**src/rtl/hp_fir_serial_if.sv**
```systemverilog
// ---------------------------------------------------------------------------
// hp_fir_serial_if -- valid/ready stream of 16-bit signed samples.
//
// Signals:
//   data   signed sample, meaningful while valid=1
//   valid  producer has a sample on data
//   ready  consumer can take the sample this cycle
//
// Modports:
//   master  producer side (drives data/valid, observes ready)
//   slave   consumer side (observes data/valid, drives ready)
// ---------------------------------------------------------------------------
interface hp_fir_serial_if;
  logic signed [15:0] data;
  logic               valid;
  logic               ready;

  modport master (output data, output valid, input ready);
  modport slave  (input data, input valid, output ready);
endinterface

```
**src/rtl/hp_fir_serial.sv**
```systemverilog
// ---------------------------------------------------------------------------
// hp_fir_serial -- streaming high-pass FIR with one time-multiplexed MAC.
//
// Each accepted sample is pushed into a TAPS-deep delay line. The filter then
// spends TAPS cycles accumulating COEF[k]*x[k], one tap per cycle. The sum is
// arithmetically shifted right by SHIFT, saturated to 16 bits and held on the
// output stream until downstream takes it. One sample per TAPS+2 cycles when
// the output is never stalled.
//
// Parameters:
//   TAPS   number of taps (2..16)
//   COEF   signed 8-bit coefficients, tap 0 in the LSBs
//   SHIFT  arithmetic right shift applied before saturation (0..15)
//
// Ports:
//   clk     rising-edge clock
//   rst     asynchronous active-high reset
//   in_if   input sample stream (slave): data, valid, ready
//   out_if  filtered sample stream (master): data, valid, ready
// ---------------------------------------------------------------------------
module hp_fir_serial #(
  parameter int              TAPS  = 4,
  // h0..h3 = 1, -3, 3, -1 (two's complement bytes, h3 in the MSBs)
  parameter logic [TAPS*8-1:0] COEF = {8'hFF, 8'h03, 8'hFD, 8'h01},
  parameter int              SHIFT = 3
) (
  input  logic            clk,
  input  logic            rst,
  hp_fir_serial_if.slave  in_if,
  hp_fir_serial_if.master out_if
);

  localparam int CW = $clog2(TAPS);
  // Wide enough that TAPS full-scale products can never overflow.
  localparam int AW = 16 + 8 + CW;

  localparam logic [CW-1:0]        LAST_TAP = CW'(TAPS - 1);
  localparam logic signed [AW-1:0] SAT_HI   = AW'(32767);
  localparam logic signed [AW-1:0] SAT_LO   = AW'(-32768);

  typedef enum logic [1:0] {S_IDLE, S_MAC, S_OUT} state_e;

  state_e                state_q, state_d;
  logic signed [15:0]    x_q [TAPS];
  logic signed [15:0]    x_d [TAPS];
  logic signed [AW-1:0]  acc_q, acc_d;
  logic [CW-1:0]         cnt_q, cnt_d;
  logic signed [15:0]    out_data_q, out_data_d;
  logic                  out_valid_q, out_valid_d;

  logic                  in_ready;
  logic signed [7:0]     coef_sel;
  logic signed [15:0]    x_sel;
  logic signed [23:0]    prod;
  logic signed [AW-1:0]  acc_sum;
  logic signed [AW-1:0]  acc_shr;
  logic signed [15:0]    sat;

  // Held low during reset even though the state register already says IDLE.
  assign in_ready     = (state_q == S_IDLE) && !rst;
  assign in_if.ready  = in_ready;
  assign out_if.data  = out_data_q;
  assign out_if.valid = out_valid_q;

  // Serial MAC datapath: the tap selected by cnt_q is added this cycle.
  always_comb begin
    coef_sel = COEF[{cnt_q, 3'b000} +: 8];
    x_sel    = x_q[cnt_q];
    prod     = coef_sel * x_sel;
    acc_sum  = acc_q + {{CW{prod[23]}}, prod};
    // >>> on a signed operand floors toward minus infinity.
    acc_shr  = acc_sum >>> SHIFT;
    if (acc_shr > SAT_HI) begin
      sat = 16'sh7FFF;
    end else if (acc_shr < SAT_LO) begin
      sat = 16'sh8000;
    end else begin
      sat = acc_shr[15:0];
    end
  end

  always_comb begin
    // NOTE: every target gets a default first so no path leaves it unassigned,
    // which would otherwise infer a latch.
    state_d     = state_q;
    x_d         = x_q;
    acc_d       = acc_q;
    cnt_d       = cnt_q;
    out_data_d  = out_data_q;
    out_valid_d = out_valid_q;

    unique case (state_q)
      S_IDLE: begin
        if (in_if.valid && in_ready) begin
          x_d[0] = in_if.data;
          for (int k = 1; k < TAPS; k++) x_d[k] = x_q[k-1];
          acc_d   = '0;
          cnt_d   = '0;
          state_d = S_MAC;
        end
      end
      S_MAC: begin
        acc_d = acc_sum;
        cnt_d = cnt_q + 1'b1;
        if (cnt_q == LAST_TAP) begin
          // The output register takes the final sum on the way into OUT.
          out_data_d  = sat;
          out_valid_d = 1'b1;
          state_d     = S_OUT;
        end
      end
      S_OUT: begin
        if (out_if.ready) begin
          out_valid_d = 1'b0;
          state_d     = S_IDLE;
        end
      end
      default: state_d = S_IDLE;
    endcase
  end

  always_ff @(posedge clk or posedge rst) begin
    if (rst) begin
      state_q <= S_IDLE;
      // NOTE: the delay line is reset so a pulse on rst also flushes filter
      // history; without it the first outputs after reset would be stale.
      for (int k = 0; k < TAPS; k++) x_q[k] <= '0;
      acc_q       <= '0;
      cnt_q       <= '0;
      out_data_q  <= '0;
      out_valid_q <= 1'b0;
    end else begin
      // NOTE: non-blocking so every register samples the pre-edge values.
      state_q     <= state_d;
      x_q         <= x_d;
      acc_q       <= acc_d;
      cnt_q       <= cnt_d;
      out_data_q  <= out_data_d;
      out_valid_q <= out_valid_d;
    end
  end

endmodule

```
**src/flat_wrapper.sv**
```systemverilog
// flat-port wrapper written by rule: the top's interface ports become plain ports
module hp_fir_serial_flat 
#(
  parameter int              TAPS  = 4,
                                                                   
  parameter logic [TAPS*8-1:0] COEF = {8'hFF, 8'h03, 8'hFD, 8'h01},
  parameter int              SHIFT = 3
)
  (clk, rst, in_if_data, in_if_valid, in_if_ready, out_if_data, out_if_valid, out_if_ready);
  hp_fir_serial_if in_if_i ();
  hp_fir_serial_if out_if_i ();
  input  logic clk;
  input  logic rst;
  input wire logic [$bits(in_if_i.data)-1:0] in_if_data;
  input wire logic [$bits(in_if_i.valid)-1:0] in_if_valid;
  output wire logic [$bits(in_if_i.ready)-1:0] in_if_ready;
  output wire logic [$bits(out_if_i.data)-1:0] out_if_data;
  output wire logic [$bits(out_if_i.valid)-1:0] out_if_valid;
  input wire logic [$bits(out_if_i.ready)-1:0] out_if_ready;
  assign in_if_i.data = in_if_data;
  assign in_if_i.valid = in_if_valid;
  assign in_if_ready = in_if_i.ready;
  assign out_if_data = out_if_i.data;
  assign out_if_valid = out_if_i.valid;
  assign out_if_i.ready = out_if_ready;
  hp_fir_serial #(.TAPS(TAPS), .COEF(COEF), .SHIFT(SHIFT)) u_core (.clk(clk), .rst(rst), .in_if(in_if_i), .out_if(out_if_i));
endmodule
```
**config.mk**
```make
export PLATFORM = sky130hd
export DESIGN_NAME = hp_fir_serial_flat
export DESIGN_NICKNAME = d
export VERILOG_FILES = /design/src/rtl/hp_fir_serial_if.sv /design/src/rtl/hp_fir_serial.sv /design/src/flat_wrapper.sv
export SDC_FILE = /design/constraint.sdc
export NUM_CORES = 1
export LEC_CHECK = 0
export BUFFER_PORTS_ARGS = -buffer_cell sky130_fd_sc_hd__buf_2
export CORE_UTILIZATION = 64
export CTS_BUF_LIST = sky130_fd_sc_hd__clkbuf_16
export DETAILED_ROUTE_END_ITERATION = 10
export PLACE_DENSITY = 0.82
export SYNTH_ARGS = -nofsm -noshare
export SYNTH_HDL_FRONTEND = slang
export SYNTH_SLANG_ARGS = --single-unit
```
**constraint.sdc**
```tcl
create_clock -name clk -period 10.4 [get_ports clk]
set_input_delay 1.04 -clock clk [delete_from_list [all_inputs] [get_ports clk]]
set_output_delay 1.04 -clock clk [all_outputs]
set_load 0.02 [all_outputs]
```
# After elaboration in Yosys (flattened, before gate mapping)
# Cells that the tools add are included.
# totals
in_bits	20
out_inout_bits	18
wordCells	50
reg_bits	111
# op_classes
n_eq_ne	6
bitwise_logic	1
multipliers	1
n_reduce_logical	11
shifts	1
mux	16
magnitude_cmp	3
add_sub_neg	2
# op_table
cell	n
$mux 16	4
$pmux 26 s2	1
$bmux 16 s2	1
$shiftx 32x6->8 const A	1
$add 26x26->26	1
$mux 26	1
$mul 8x16->24	1
$gt 23x16->1 const B	1
$lt 23x16->1 const B	1
$mux 2	4
$pmux 2 s3	1
$reduce_and 2->1	3
$reduce_and 3->1	2
$eq 2x2->1 const B	2
$ne 2x2->1 const B	2
$pmux 2 s2	1
$reduce_bool 2->1	2
$ge 3x3->1 const B	1
$not 2->3	1
$add 2x1->2 const B	1
$eq 2x1->1 const B	1
$logic_and 1x1->1	2
$logic_not 2->1	1
$mux 1	2
3 further kinds	3

# Depth between registers and ports, before layout
# depth
depth_word	9
ltp_mapped	37
mapped_depth_nobuf	33

# Worst setup path before layout
# No wires, ideal clock.
# synth_timing
kind	flip-flop to flip-flop
start	register u_core.cnt_q[1]
end	register u_core.out_data_q[14], in the netlist u_core.out_if.data[14]
required_ns	10.269
path_slack_ns	2.681
setup_time_ns	0.131
n_path_buf	5
synth_period_minus_slack_ns	7.719
path_stages_with_launch	33
t_arrival_ns	7.588
cell_sequence	dfrtp_1 -> clkbuf_1 -> buf_2 -> buf_1 -> clkbuf_1 -> mux2i_1 -> a21oi_1 -> fa_1 -> inv_1 -> fa_1 -> inv_1 -> fa_1 -> fa_1 -> ha_1 -> o21ai_0 -> a21boi_0 -> o21ai_0 -> a21oi_1 -> a41oi_1 -> nand2b_1 -> a21oi_1 -> xnor2_1 -> ha_1 -> a21oi_1 -> o21ai_1 -> a311oi_1 -> nor2_1 -> or4_1 -> a32oi_1 -> nand4_1 -> o22ai_2 -> buf_6 -> o22ai_2
# synth_via
elab_chain_cells	9
elab_cells_between_ends	13
cone_classes	add/sub (1); mul (1); order compare (2); eq/ne (1); shift (1); mux (5); bitwise (1); reduce/logical (1)
# synth_lines
element	line_no	text
start: declaration	hp_fir_serial.sv:47	logic [CW-1:0] cnt_q, cnt_d;
start signal: assignment	hp_fir_serial.sv:137	cnt_q <= cnt_d;
branches (longest 9 deep; another with $add 26x26->26)	-	
end signal: assignment	hp_fir_serial.sv:138	out_data_q <= out_data_d;
end: declaration	hp_fir_serial.sv:48	logic signed [15:0] out_data_q, out_data_d;
# Several ways; the timed one is not identified. The select of a mux whose other input is x is not followed.
# A chain may end at the register's enable or synchronous reset.

# Worst setup path after layout
# layout_timing
start	register u_core.cnt_q[1]
end	register u_core.out_data_q[10], in the netlist u_core.out_if.data[10]
# The elaborated chain is that of the path after synthesis.

==> key figures <==
Global routing
  • Overflow after GRT: 0
  • Tot GR Track Use: 0.273
  • Wire length of the first global-routing pass: 36100 um
  • Largest net degree at the start of global routing: 94
  • Vias in the first global route: 7592
  • Initial antenna violation count: 0

Critical path
  • Critical Path RT: 10.60 ns
  • Worst setup EP type: register
  • Register-to-register setup slack: 1.40 ns
  • CP startpoint: u_core.cnt_q[1]
  • R2r startpoint: u_core.cnt_q[1]
  • CP dominant cell by count: a21oi_1
  • Crit path buf inv count: 2
  • Worst Setup EP: u_core.out_if.data[10]
  • Startpoint class of the critical path: register
  • Worst r2r dst: u_core.out_if.data[10]
  • Slowest cell on crit path: dfrtp_2
  • R2R depth: 32
  • Worst EP arrival: 9.21 ns
  • Critical path's largest stage delay: 0.96 ns
  • Crit path depth: 32
  • Top delay family on crit path: compound AO/OA/AOI/OAI gates
  • Crit-path max FO: 44
  • Critical Setup Path Class: reg2reg

Die
  • Die area: 16800 um2
  • Core Region: 15900 um2
  • Rows: 46
  • Initial core utilization: 0.656
  • I/O pin total: 38
  • Chip Height: 130 um
  • Chip Width: 130 um

Clock network
  • Buffers from clock root to sink, at most: 2
  • Postcts setup bufs: 0
  • CTS H-tree depth: 3
  • Latest clock arrival within the worst-skew pair: 0.37 ns
  • Hold Buf Count CTS: 0
  • TritonCTS Buffers: 9
  • Worst-path clk slew: 0.09 ns
  • CTS tree: built
  • Post-CTS resize count: 0
  • Clk root buf: clkbuf_16
  • CTS sink count: 111

Yosys
  • Sequential cell area fraction in the yosys report: 0.267
  • EDFF count, synth: 0
  • Mean Syn Cell Area: 9.80 um2
  • Syn Inst Count: 1063
  • Yosys Warn Count: 0
  • Ys async rst share: 1.00
  • Flops & latches, synth: 111
  • Synth Cell Area: 10400 um2
  • Syn nets: 1247
  • Synth cell types: 71
  • Ys flop type: dfrtp_1

Timing
  • Unrepaired setup endpoints after global routing: false
  • Worst Max-Slew Pin Slew: 1.17 ns
  • Final Hold Vio Count: 0
  • Max-slew violation count: 0
  • Final period util: 0.866
  • Final Critical Period: 9.00 ns
  • Setup_tns: 0 ns
  • Worst relative slew slack: 0.221
  • Final-report setup violation count: 0
  • Clock Skew: 0.0180 ns
  • Max Fclk: 0.111 GHz

Detailed routing
  • Initial DRC count: 448
  • WL met3: 692 um
  • Pre-antenna DRT Iters: 5
  • Wire length on met2: 11200 um
  • Post-route DRC: 0
  • Top Layer Used: met4
  • DRT Wirelength: 21400 um
  • Via Count: 7555
  • Post-DR wirelength/cell: 16.5 um
  • Met1 WL: 9130 um
  • Final ANT Viol Nets: 0
  • Via/cell ratio: 5.83

Place
  • Port buffer count: 37
  • HPWL after DPL: 16200 um
  • Placer Congestion: 0.962

Run
  • Maxcap violations: 0

Final layout
  • FF+latch area: 2780 um2
  • Fill cells: 1206
  • Synth-to-layout area growth: 6.02%
  • Final #Nets: 1259
  • N_diodes: 0
  • Area of the multi-input gates: 6910 um2
  • Layout cells sized above 1: 0.156

Hold path
  • Hold Crit Class: reg2reg
  • Hold_sp: u_core.out_if.data[15]

Status
  • Status: finished clean
-- registers in the layout (all words and copies together), names as in the netlist --
signal               count
u_core.out_if.valid      1
u_core.out_if.data      16
u_core.cnt_q             2
u_core.acc_q            26
u_core.state_q           2
u_core.x_q              64
-- kinds of logic after synthesis --
group | after synthesis | synth area share
multiplexers | 108 | 0.118
adder cells (fa/ha/maj) | 164 | 0.258
XOR/XNOR | 43 | 0.0361
buffers and inverters | 193 | 0.0710
AND/OR/NAND/NOR | 241 | 0.117
flip-flops | 111 | 0.267
AO/OA/AOI/OAI | 203 | 0.134
-- worst min-delay path, cell delays in order, from the launching register on --
cell	delay (ns)
dfrtp_1	0.35
nand2_1	0.04
o21ai_0	0.06
-- how the worst min path moves through the flow --
stage | end | cells after the start
after global placement | u_core.out_if.data[15] | 2
after floorplan | u_core.acc_q[0] | 2
final | u_core.out_if.data[15] | 2
after detailed placement | u_core.out_if.data[15] | 2
after global routing | u_core.x_q[15] | 1
after CTS | u_core.out_if.data[15] | 2
-- final cells by class --
cell class / count / share of cell area
well taps: 216 / 0.0245
inverters: 153 / 0.0522
clock buffers: 9 / 0.0204
multi-input cells: 759 / 0.626
clock inverters: 7 / 0.00623
flip-flops and latches: 111 / 0.252
repair buffers: 41 / 0.0195
-- cells in the final DEF (no fill, tap or decap), types with 5 or more instances in the layout --
cell type  count
a211oi_1       9
a21boi_0       5
a21o_1        16
a21oi_1       43
and2_1        18
and3_1         5
buf_2         37
clkbuf_16      9
dfrtp_1      109
fa_1          85
ha_1          79
inv_1        152
mux2_2        65
mux2i_1       38
mux4_2         5
nand2_1       43
nand2b_1       7
nand3_1       40
nor2_1        55
nor2b_1       26
nor3_1        11
o21a_1         7
o21ai_0       50
o21bai_1       7
o22ai_1        8
o22ai_2       11
o31ai_1        5
or2_2         16
or3_1          6
xnor2_1       28
xor2_1        15
-- routing by layer --
metal  global-route usage  vias to the layer above
li1                     -                     3627
met1                0.357                     3754
met2                0.473                      144
met3               0.0330                       30
met4               0.0882                        0
met5                    0                        -
-- stage by stage --
step | cells | setup WS [ns] | util | hold slack, ns | instance area (um2)
after CTS | 1296 | 1.47 | 0.695 | 0.492 | 11000
after global routing | 1296 | 0.721 | 0.695 | 0.540 | 11000
after floorplan | 1063 | 2.68 | - | 0.473 | 10400
after detailed placement | 1280 | 1.55 | 0.677 | 0.472 | 10800
after global placement | 1280 | 1.87 | 0.677 | 0.460 | 10800
final | 1296 | 1.40 | 0.695 | 0.489 | 11000
-- synth_stat cells, drive strengths merged, types with 2 or more instances --
cell	count	area [um2]
dfrtp	111	2780
o31ai	5	37.5
a211oi	10	80.1
o21ai	55	279
inv	153	574
o221ai	2	23.8
o211a	2	20.0
nor3	11	55.1
o21bai	8	63.8
a21oi	45	233
o311ai	3	33.8
o211ai	3	22.5
nor2b	26	163
nand2	44	165
a21boi	6	45.1
buf	9	48.8
nand3	40	200
a211o	3	26.3
fa	85	1700
mux2	65	732
o22ai	19	188
and2	18	113
a31oi	4	25.0
mux2i	38	380
a21o	16	120
nand4	4	25.0
clkbuf	31	116
nor3b	2	15.0
mux4	5	113
nor2	55	206
or3	7	48.8
or2	16	100
xnor2	28	245
nor4	3	25.0
nand2b	7	43.8
xor2	15	131
ha	79	988
o2111ai	2	23.8
and3	5	31.3
o21a	7	52.6
Power is left out: the tool's default activity adds up to more than one toggle a clock period on the data nets, which glitch-free logic cannot reach.
